## src/rtl/speckle_chip_emulator_if.sv

```systemverilog
// Strobe bus from the speckle sensor controller to the chip (or its emulator).
// The controller drives the bus through the master modport, and the chip side reads it
// through the slave modport.
interface speckle_chip_emulator_if;
   logic chip_col_clk;
   logic chip_col_rst;
   logic chip_col_data;
   logic chip_row_clk;
   logic chip_row_rst;
   logic chip_row_ena;
   logic chip_row_data;
   logic chip_key_wren;

   modport master (
      output chip_col_clk, chip_col_rst, chip_col_data,
      output chip_row_clk, chip_row_rst, chip_row_ena, chip_row_data,
      output chip_key_wren
   );

   modport slave (
      input chip_col_clk, chip_col_rst, chip_col_data,
      input chip_row_clk, chip_row_rst, chip_row_ena, chip_row_data,
      input chip_key_wren
   );
endinterface

```

## src/rtl/speckle_chip_emulator.sv

```systemverilog
// Speckle sensor chip emulator: rebuilds the column/row one-hot select shift registers from the
// asynchronous strobe bus, keeps an optional per-pixel key memory and presents an emulated pixel
// level to the ADC path.
// Optional feature macro: CHIP_EMU_KEY_MEM_EN enables key memory, key writes, the key offset term
// and the key counter. Without it, key strobes are ignored and o_key_count stays 0.
module speckle_chip_emulator #(
   parameter int unsigned         COLS       = 24,
   parameter int unsigned         ROWS       = 24,
   parameter int unsigned         NB_DATA    = 12,
   parameter int unsigned         PIX_STEP   = 7,
   parameter logic [NB_DATA-1:0]  KEY_OFFSET = 'h800
) (
   input  logic                             clk,
   input  logic                             rst,
   speckle_chip_emulator_if.slave           chip_bus,
   output logic [COLS-1:0]                  o_col_sel,
   output logic [ROWS-1:0]                  o_row_sel,
   output logic [NB_DATA-1:0]               o_pixel_val,
   output logic                             o_pixel_valid,
   output logic                             o_sel_err,
   output logic [$clog2(COLS*ROWS+1)-1:0]   o_key_count
);

   localparam int unsigned NumPix = COLS * ROWS;
   localparam int unsigned IdxW   = $clog2(NumPix);
   localparam int unsigned CntW   = $clog2(NumPix + 1);
   localparam int unsigned ColW   = (COLS > 1) ? $clog2(COLS) : 1;
   localparam int unsigned RowW   = (ROWS > 1) ? $clog2(ROWS) : 1;

   // Bit map: 0 col_clk, 1 col_rst, 2 col_data, 3 row_clk, 4 row_rst, 5 row_ena, 6 row_data,
   // 7 key_wren
   logic [7:0] async_in;
   logic [7:0] sync1_q, sync2_q;
   logic [2:0] edge_q;            // {key_wren, row_clk, col_clk} delayed by one more stage

   assign async_in = {chip_bus.chip_key_wren, chip_bus.chip_row_data, chip_bus.chip_row_ena,
                      chip_bus.chip_row_rst, chip_bus.chip_row_clk, chip_bus.chip_col_data,
                      chip_bus.chip_col_rst, chip_bus.chip_col_clk};

   // Two-flop synchronizers plus a third stage on the strobes for rising-edge detection
   always_ff @(posedge clk or posedge rst) begin
      if (rst) begin
         sync1_q <= '0;
         sync2_q <= '0;
         edge_q  <= '0;
      end else begin
         sync1_q <= async_in;
         sync2_q <= sync1_q;
         edge_q  <= {sync2_q[7], sync2_q[3], sync2_q[0]};
      end
   end

   logic col_rise, row_rise, key_rise;
   logic col_rst_s, col_data_s, row_rst_s, row_ena_s, row_data_s;

   assign col_rise   = sync2_q[0] & ~edge_q[0];
   assign row_rise   = sync2_q[3] & ~edge_q[1];
   assign key_rise   = sync2_q[7] & ~edge_q[2];
   assign col_rst_s  = sync2_q[1];
   assign col_data_s = sync2_q[2];
   assign row_rst_s  = sync2_q[4];
   assign row_ena_s  = sync2_q[5];
   assign row_data_s = sync2_q[6];

   logic [COLS-1:0] col_sr_q, col_sr_d;
   logic [ROWS-1:0] row_sr_q, row_sr_d;

   // Shift-register next state; a clear level wins over a simultaneous shift edge
   always_comb begin
      col_sr_d = col_sr_q;
      row_sr_d = row_sr_q;
      if (col_rst_s) begin
         col_sr_d = '0;
      end else if (col_rise) begin
         col_sr_d = {col_sr_q[COLS-2:0], col_data_s};
      end
      if (row_rst_s) begin
         row_sr_d = '0;
      end else if (row_rise) begin
         row_sr_d = {row_sr_q[ROWS-2:0], row_data_s};
      end
   end

   // Column and row select shift registers
   always_ff @(posedge clk or posedge rst) begin
      if (rst) begin
         col_sr_q <= '0;
         row_sr_q <= '0;
      end else begin
         col_sr_q <= col_sr_d;
         row_sr_q <= row_sr_d;
      end
   end

   assign o_col_sel = col_sr_q;
   assign o_row_sel = row_sr_q;

   logic [ColW-1:0] col_idx;
   logic [RowW-1:0] row_idx;
   logic            col_oh, row_oh, both_oh;
   logic [IdxW-1:0] pix_idx;

   // Selection decode: position of the set bit on each axis, meaningful only when one-hot
   always_comb begin
      col_idx = '0;
      row_idx = '0;
      for (int i = 0; i < COLS; i++) begin
         if (col_sr_q[i]) col_idx = ColW'(i);
      end
      for (int j = 0; j < ROWS; j++) begin
         if (row_sr_q[j]) row_idx = RowW'(j);
      end
   end

   assign col_oh  = $onehot(col_sr_q);
   assign row_oh  = $onehot(row_sr_q);
   assign both_oh = col_oh & row_oh;
   assign pix_idx = IdxW'(row_idx) * IdxW'(COLS) + IdxW'(col_idx);

   logic key_bit;

`ifdef CHIP_EMU_KEY_MEM_EN
   logic [NumPix-1:0] key_q, key_d;
   logic [CntW-1:0]   cnt_q, cnt_d;

   // Key write addresses the pre-shift selection, so a same-cycle column shift does not move it
   always_comb begin
      key_d = key_q;
      cnt_d = cnt_q;
      if (key_rise && both_oh) begin
         if (col_data_s && !key_q[pix_idx]) begin
            cnt_d = cnt_q + CntW'(1);
         end else if (!col_data_s && key_q[pix_idx]) begin
            cnt_d = cnt_q - CntW'(1);
         end
         key_d[pix_idx] = col_data_s;
      end
   end

   // Key memory and population count; only the global reset clears them
   always_ff @(posedge clk or posedge rst) begin
      if (rst) begin
         key_q <= '0;
         cnt_q <= '0;
      end else begin
         key_q <= key_d;
         cnt_q <= cnt_d;
      end
   end

   assign key_bit     = key_q[pix_idx];
   assign o_key_count = cnt_q;
`else
   logic unused_key_rise;
   assign unused_key_rise = key_rise;
   assign key_bit         = 1'b0;
   assign o_key_count     = '0;
`endif

   logic [NB_DATA-1:0] pix_lvl;
   logic [NB_DATA-1:0] val_q, val_d;
   logic               valid_q, valid_d, err_q, err_d;

   // Pixel level wraps modulo 2^NB_DATA, including the key offset
   assign pix_lvl = NB_DATA'(32'(pix_idx) * PIX_STEP) + (key_bit ? KEY_OFFSET : '0);

   // Pixel output next state from the current selection and row drive enable
   always_comb begin
      val_d   = '0;
      valid_d = 1'b0;
      err_d   = 1'b0;
      if (row_ena_s) begin
         if (both_oh) begin
            val_d   = pix_lvl;
            valid_d = 1'b1;
         end else begin
            err_d   = 1'b1;
         end
      end
   end

   // Registered pixel outputs
   always_ff @(posedge clk or posedge rst) begin
      if (rst) begin
         val_q   <= '0;
         valid_q <= 1'b0;
         err_q   <= 1'b0;
      end else begin
         val_q   <= val_d;
         valid_q <= valid_d;
         err_q   <= err_d;
      end
   end

   assign o_pixel_val   = val_q;
   assign o_pixel_valid = valid_q;
   assign o_sel_err     = err_q;

endmodule
```

## src/flat_wrapper.sv

```systemverilog
// flat-port wrapper written by rule: the top's interface ports become plain ports
module speckle_chip_emulator_flat 
#(
   parameter int unsigned         COLS       = 24,
   parameter int unsigned         ROWS       = 24,
   parameter int unsigned         NB_DATA    = 12,
   parameter int unsigned         PIX_STEP   = 7,
   parameter logic [NB_DATA-1:0]  KEY_OFFSET = 'h800
)
  (clk, rst, o_col_sel, o_row_sel, o_pixel_val, o_pixel_valid, o_sel_err, o_key_count, chip_bus_chip_col_clk, chip_bus_chip_col_rst, chip_bus_chip_col_data, chip_bus_chip_row_clk, chip_bus_chip_row_rst, chip_bus_chip_row_ena, chip_bus_chip_row_data, chip_bus_chip_key_wren);
  speckle_chip_emulator_if chip_bus_i ();
  input  logic clk;
  input  logic rst;
  output logic [COLS-1:0] o_col_sel;
  output logic [ROWS-1:0] o_row_sel;
  output logic [NB_DATA-1:0] o_pixel_val;
  output logic o_pixel_valid;
  output logic o_sel_err;
  output logic [$clog2(COLS*ROWS+1)-1:0] o_key_count;
  input wire logic [$bits(chip_bus_i.chip_col_clk)-1:0] chip_bus_chip_col_clk;
  input wire logic [$bits(chip_bus_i.chip_col_rst)-1:0] chip_bus_chip_col_rst;
  input wire logic [$bits(chip_bus_i.chip_col_data)-1:0] chip_bus_chip_col_data;
  input wire logic [$bits(chip_bus_i.chip_row_clk)-1:0] chip_bus_chip_row_clk;
  input wire logic [$bits(chip_bus_i.chip_row_rst)-1:0] chip_bus_chip_row_rst;
  input wire logic [$bits(chip_bus_i.chip_row_ena)-1:0] chip_bus_chip_row_ena;
  input wire logic [$bits(chip_bus_i.chip_row_data)-1:0] chip_bus_chip_row_data;
  input wire logic [$bits(chip_bus_i.chip_key_wren)-1:0] chip_bus_chip_key_wren;
  assign chip_bus_i.chip_col_clk = chip_bus_chip_col_clk;
  assign chip_bus_i.chip_col_rst = chip_bus_chip_col_rst;
  assign chip_bus_i.chip_col_data = chip_bus_chip_col_data;
  assign chip_bus_i.chip_row_clk = chip_bus_chip_row_clk;
  assign chip_bus_i.chip_row_rst = chip_bus_chip_row_rst;
  assign chip_bus_i.chip_row_ena = chip_bus_chip_row_ena;
  assign chip_bus_i.chip_row_data = chip_bus_chip_row_data;
  assign chip_bus_i.chip_key_wren = chip_bus_chip_key_wren;
  speckle_chip_emulator #(.COLS(COLS), .ROWS(ROWS), .NB_DATA(NB_DATA), .PIX_STEP(PIX_STEP), .KEY_OFFSET(KEY_OFFSET)) u_core (.clk(clk), .rst(rst), .chip_bus(chip_bus_i), .o_col_sel(o_col_sel), .o_row_sel(o_row_sel), .o_pixel_val(o_pixel_val), .o_pixel_valid(o_pixel_valid), .o_sel_err(o_sel_err), .o_key_count(o_key_count));
endmodule
```

## config.mk

```make
export PLATFORM = sky130hd
export DESIGN_NAME = speckle_chip_emulator_flat
export DESIGN_NICKNAME = d
export VERILOG_FILES = /design/src/rtl/speckle_chip_emulator_if.sv /design/src/rtl/speckle_chip_emulator.sv /design/src/flat_wrapper.sv
export SDC_FILE = /design/constraint.sdc
export NUM_CORES = 1
export LEC_CHECK = 0
export ABC_AREA = 1
export BUFFER_PORTS_ARGS = -buffer_cell sky130_fd_sc_hd__buf_4
export CORE_ASPECT_RATIO = 1.2
export CORE_UTILIZATION = 60
export DETAILED_ROUTE_END_ITERATION = 16
export PLACE_DENSITY = 0.83
export SLEW_MARGIN = 20
export SYNTH_ARGS = -nofsm -noshare
export SYNTH_HDL_FRONTEND = slang
export SYNTH_SLANG_ARGS = --single-unit
```

## constraint.sdc

```tcl
create_clock -name clk -period 12.3 [get_ports clk]
set_input_delay 0 -clock clk [delete_from_list [all_inputs] [get_ports clk]]
set_output_delay 0 -clock clk [all_outputs]
set_load 0.02 [all_outputs]
```

# Word-level counts from Yosys, hierarchy flattened
# Cells that the tools add are included.
totals:
  register_bits: 78
  inputBits: 10
  wordCells: 122
classes:
  addsub: 47
  n_mul: 2
  n_eq_ne: 2
  muxes: 56
  bitwise: 5
  n_reduce_logical: 2
ops:
  columns: ["operator", "count"]
  rows:
  - ["$mux W5", 30]
  - ["$add A5 B5 Y5", 22]
  - ["$mux W24", 4]
  - ["$add A1 B1 Y2", 24]
  - ["$mux W4", 8]
  - ["$mux W12", 2]
  - ["$mul A10 B3 Y12 const B", 1]
  - ["$mux W3", 4]
  - ["$add A10 B5 Y10", 1]
  - ["$eq A5 B1 Y1 const B", 2]
  - ["$mul A5 B2 Y7 const B", 1]
  - ["$mux W1", 6]
  - ["$mux W2", 2]
  - ["$reduce_bool A2 Y1", 2]
  - ["$and A1 B1 Y1", 3]
  - ["$not A1 Y1", 2]

# Longest topological paths before layout
depth:
  ltp_word: 28
  ltp_mapped: 39
  depth_no_buf: 39

# Worst setup path before layout
# OpenSTA, ideal clock, no wires.
synth_timing:
  path_kind: "reg2reg"
  from: "register u_core.row_sr_q[8] (netlist: u_core.o_row_sel[8])"
  to: "register u_core.val_q[7] (netlist: u_core.o_pixel_val[7])"
  arrival_ns: 5.123
  t_required_ns: 12.223
  setup_slack_ns: 7.099
  path_stages_with_launch: 23
  path_buffers: 0
  synth_period_minus_slack_ns: 5.201
  path_cell_list: "dfrtp_1 inv_1 ha_1 inv_1 fa_1 inv_1 fa_1 inv_1 fa_1 fa_1 inv_1 fa_1 ha_1 inv_1 fa_1 nand4_1 nor4b_1 nand3_1 nor3_2 nand2_2 inv_2 o21ai_0 a21oi_1"
synth_between:
  elab_chain_cells: 21
synth_lines:
  columns: ["item", "line_no", "text"]
  rows:
  - ["start, declared", "speckle_chip_emulator.sv:66", "logic [ROWS-1:0] row_sr_q, row_sr_d;"]
  - ["start signal, assigned", "speckle_chip_emulator.sv:91", "row_sr_q <= row_sr_d;"]
  - ["$mux W4 (8 in a row)", "speckle_chip_emulator.sv:111", "if (row_sr_q[j]) row_idx = RowW'(j);"]
  - ["$mux W5 (8 in a row)", "speckle_chip_emulator.sv:111", null]
  - ["$mul A5 B2 Y7", "speckle_chip_emulator.sv:118", "assign pix_idx = IdxW'(row_idx) * IdxW'(COLS) + IdxW'(col_idx);"]
  - ["$add A10 B5 Y10", "speckle_chip_emulator.sv:118", null]
  - ["$mul A10 B3 Y12", "speckle_chip_emulator.sv:165", "assign pix_lvl = NB_DATA'(32'(pix_idx) * PIX_STEP) + (key_bit ? KEY_OFFSET : '0);"]
  - ["$mux W12 *", "speckle_chip_emulator.sv:173", "if (both_oh) begin"]
  - ["$mux W12 *", "speckle_chip_emulator.sv:172", "if (row_ena_s) begin"]
  - ["via u_core.val_d[7]", "speckle_chip_emulator.sv:161", "logic [NB_DATA-1:0] val_q, val_d;"]
  - ["end signal, assigned", "speckle_chip_emulator.sv:189", "val_q <= val_d;"]
  - ["end, declared", "speckle_chip_emulator.sv:161", null]
# The timed path passes the listed nets; every way through them passes the cells marked *.
# A chain may end at the register's enable or synchronous reset.

# Worst setup path in the final report
layout_timing:
  from: "register u_core.col_sr_q[22] (netlist: u_core.o_col_sel[22])"
  to: "register u_core.val_q[7] (netlist: u_core.o_pixel_val[7])"
layout_between:
  elab_chain_cells: 8
layout_lines:
  columns: ["item", "line_no", "text"]
  rows:
  - ["start, declared", "speckle_chip_emulator.sv:65", "logic [COLS-1:0] col_sr_q, col_sr_d;"]
  - ["start signal, assigned", "speckle_chip_emulator.sv:90", "col_sr_q <= col_sr_d;"]
  - ["parallel branches: the longest is 6 deep, another holds $mul A10 B3 Y12", null, null]
  - ["$mux W12 *", "speckle_chip_emulator.sv:173", null]
  - ["$mux W12 *", "speckle_chip_emulator.sv:172", null]
  - ["via u_core.val_d[7]", "speckle_chip_emulator.sv:161", null]
# Mark *: on every way through the listed nets, which the timed path passes.

==> impl_metrics.env <==
export IMPL_synth_most_common_cell="inv_1"
export IMPL_fin_ws_ns=6.732
export IMPL_slowest_delay_ns=0.55
export IMPL_port_buffers=70
export IMPL_path_clk_slew_ns=0.06
export IMPL_r2r_cells=21
export IMPL_grt_first_pass_wirelength_mm=20.24
export IMPL_peakVddDrop_mv=0.07726
export IMPL_cts_buffer_depth=2
export IMPL_fill_cells=667
export IMPL_ioPinCount=82
export IMPL_drv_cap=0
export IMPL_initial_utilization_pct=61.55
export IMPL_critPathSlowestCell="fa_1"
export IMPL_overflow=0
export IMPL_fmax_mhz=179.6
export IMPL_async_flop_share_pct=100.0
export IMPL_required_ns=12.57
export IMPL_vias=4535
export IMPL_die_area_sq_um=10160
export IMPL_netlist_area_sq_um=5857
export IMPL_rows=39
export IMPL_startpoint_type="flip-flop"
export IMPL_antenna_found_initial=0
export IMPL_syn_inst=642
export IMPL_tritoncts="built"
export IMPL_synth_common_cells="inv_1 (143), dfrtp_1 (78), nand2_1 (64)"
export IMPL_met1_usage_pct=28.93
export IMPL_worst_r2r_setup_slack_ns=6.73
export IMPL_grt_busiest_layer="met2"
export IMPL_critPathKind="flip-flop to flip-flop"
export IMPL_clock_sinks=78
export IMPL_netlist_area_leader_share_pct=33.33
export IMPL_pwr_share_seq_pct=41.1
export IMPL_viasPerCell=5.335
export IMPL_setup_viol=0
export IMPL_timing_final_max_slew_violations=0
export IMPL_arrival_ns=5.83
export IMPL_ys_warn_count=0
export IMPL_drt_iter0_markers=182
export IMPL_grt_usage_pct=25.81
export IMPL_layout_drive_gt1_share_pct=16.09
export IMPL_antennaDiodeCount=0
export IMPL_core_area_sq_um=9515
export IMPL_yosysSeqAreaShare_pct=33.33
export IMPL_power_internal_uw=507.7
export IMPL_crit_fanout=10
export IMPL_final_hold_violation_count=50
export IMPL_die_y_um=110.2
export IMPL_violations="negative hold slack"
export IMPL_synth_edf_count=0
export IMPL_drt_pass1_iterations=5
export IMPL_p_sw_uw=128.9
export IMPL_rsz0062_at_grt="no"
export IMPL_met3_usage_pct=5.418
export IMPL_leakage_uw=0.003720
export IMPL_clock_power_share_pct=54.3
export IMPL_dp_slack_ns=6.791
export IMPL_nets=843
export IMPL_synth_area_leaders="dfrtp_1 (33%), fa_1 (16%), ha_1 (13%), inv_1 (9.2%), nand3_1 (5.1%)"
export IMPL_dp_hpwl_mm=8.549
export IMPL_ys_types=42
export IMPL_synth_ff_type="dfrtp_1"
export IMPL_syn_avg_cell_area_sq_um=9.123
export IMPL_hp_class="input pin to asynchronous set/reset pin"
export IMPL_route_detailed_drc=0
export IMPL_htreeDepth=3
export IMPL_fin_cells=850
export IMPL_cts_buffers=9
export IMPL_ant_nets=0
export IMPL_place_inst=827
export IMPL_p_comb_share_pct=4.6
export IMPL_die_w_um=92.19
export IMPL_grt_max_degree=79
export IMPL_wl_mm=11.71
export IMPL_ctsResizeCount=0
export IMPL_period_needed_ns=5.568
export IMPL_outcome="finished, violations left"
export IMPL_path_common_cell="fa_1"
export IMPL_cts_root_buf="clkbuf_16"
export IMPL_clock_skew_ns=0.007739
export IMPL_p_per_area_nw_per_um2=91.67
export IMPL_area_delta_synth_final_pct=18.56
export IMPL_fin_crit_sh_pct=45.27
export IMPL_avgRoutedWirePerCell_um=13.78
export IMPL_end_kind="flip-flop"
export IMPL_ys_seq_elements=78
export IMPL_crit_chain="ha_1, inv_1, fa_1, inv_1, fa_1, inv_1, fa_1, fa_1, inv_1, fa_1, ha_1, inv_1, fa_1, nand4_1, nor4b_1, nand3_1, nor3_2, nand2_2, inv_2, o21ai_0, a21oi_1"
export IMPL_place_congestion=0.8744
export IMPL_relSlewSlack_pct=34.77
export IMPL_tightest_slew_ns=0.9785
export IMPL_finalSetupTns_ns=0
export IMPL_yosysTopAreaCell="dfrtp_1"
export IMPL_grt_pass1_vias=4563
export IMPL_netSwitchingFraction_pct=20.24
export IMPL_grtUsageMet2_pct=48.08
export IMPL_clock_latency_ns=0.35
export IMPL_holdWs_ns=-0.06936
==> placed cells by master (no fill, tap or decap), types with 2 or more instances in the layout <==
cell type / instances
o21ai_1: 4
clkinv_1: 2
dlygate4sd3_1: 7
o21a_1: 2
nand3_1: 60
buf_4: 75
nand3_2: 2
o21bai_1: 2
bufinv_16: 5
dfrtp_1: 78
ha_1: 63
nand2_1: 64
nand4_1: 5
nor3_1: 6
xnor2_1: 4
xor2_1: 5
inv_1: 142
inv_2: 9
conb_1: 10
o21ai_0: 51
a21oi_2: 3
xnor2_2: 2
fa_1: 48
clkbuf_16: 9
o31ai_1: 3
nor2_1: 33
nand2_2: 5
a21oi_1: 10
==> stage by stage <==
step / utilization [%] / hold WS [ns] / area (sq um) / total power (uW)
after global placement: 68.18 / 0.1097 / 6487 / 293.1
after floorplan: - / 0.03143 / 5891 / 287.6
after detailed placement: 68.18 / 0.1106 / 6487 / 294.5
after CTS: 72.98 / 0.01097 / 6944 / 639.0
final: 72.98 / -0.06936 / 6944 / 636.6
after global routing: 72.98 / 0.03412 / 6944 / 656.7
==> area by class of cell <==
| class | count | area, sq um | share of cell area (%) |
|---|---|---|---|
| tap | 123 | 153.9 | 2.216 |
| clock inverter | 6 | 157.7 | 2.270 |
| timing repair buffer | 82 | 633.1 | 9.117 |
| inverter | 153 | 574.3 | 8.270 |
| clock buffer | 10 | 229.0 | 3.297 |
| sequential | 78 | 1952 | 28.11 |
| multi-input combinational | 398 | 3244 | 46.72 |
==> power groups by stage <==
| stage | registers, uW | logic (uW) | clock network [uW] |
|---|---|---|---|
| final | 262 | 29.6 | 345 |
| after global placement | 266 | 27.0 | 0 |
| after floorplan | 267 | 20.9 | 0 |
| after CTS | 262 | 30.2 | 347 |
| after global routing | 262 | 33.6 | 361 |
| after detailed placement | 266 | 28.2 | 0 |
==> worst max-delay path: cells and delay by family, from the launching register on <==
kind | cells | cell delay, ns
AO/OA/AOI/OAI | 2 | 0.20
adder cells (fa/ha/maj) | 8 | 3.50
flip-flops | 1 | 0.46
buffers and inverters | 6 | 0.45
AND/OR/NAND/NOR | 5 | 0.88
==> timing repair <==
action / 4_1_cts / 5_1_grt
hold buffers: 7 / 0
endpoints found under the hold margin: 7 / 0
buffers inserted: 0 / 0
==> path summary, 6_finish.rpt <==
path,endpoint,start
max in group asynchronous,u_core.o_pixel_val[5],rst
min in group clk,u_core.sync1_q[6],chip_bus_chip_row_data
setup / recovery,u_core.o_pixel_val[7],u_core.o_col_sel[22]
setup reg to reg,u_core.o_pixel_val[7],u_core.o_col_sel[22]
hold reg to reg,u_core.sync2_q[6],u_core.sync1_q[6]
hold / removal,u_core.o_pixel_valid,rst
==> flip-flops by register name, summed over array words and instances (netlist names) <==
register and flops:
u_core.o_pixel_val 12, u_core.sync1_q 7, u_core.edge_q 2, u_core.o_row_sel 24, u_core.sync2_q 7, u_core.o_sel_err 1, u_core.o_col_sel 24, u_core.o_pixel_valid 1
==> cell families (layout without fill, tap and decap cells) <==
group	count (synthesis)	count (layout)	synth area share (%)
simple gates	181	181	14.14
other cells	1	10	0.06403
compound gates	83	83	8.097
flops	78	78	33.33
fa+ha+maj	111	111	29.87
xor+xnor	13	13	2.649
buf+inv	175	251	11.86
==> routing by layer <==
| metal | part of all wire [%] | vias to the layer above |
|---|---|---|
| li1 | - | 2152 |
| met4 | 2.2 | 0 |
| met3 | 4.6 | 27 |
| met5 | 0 | - |
| met2 | 54 | 132 |
| met1 | 39 | 2224 |
No activity file was read; power rests on OpenSTA's default activity.
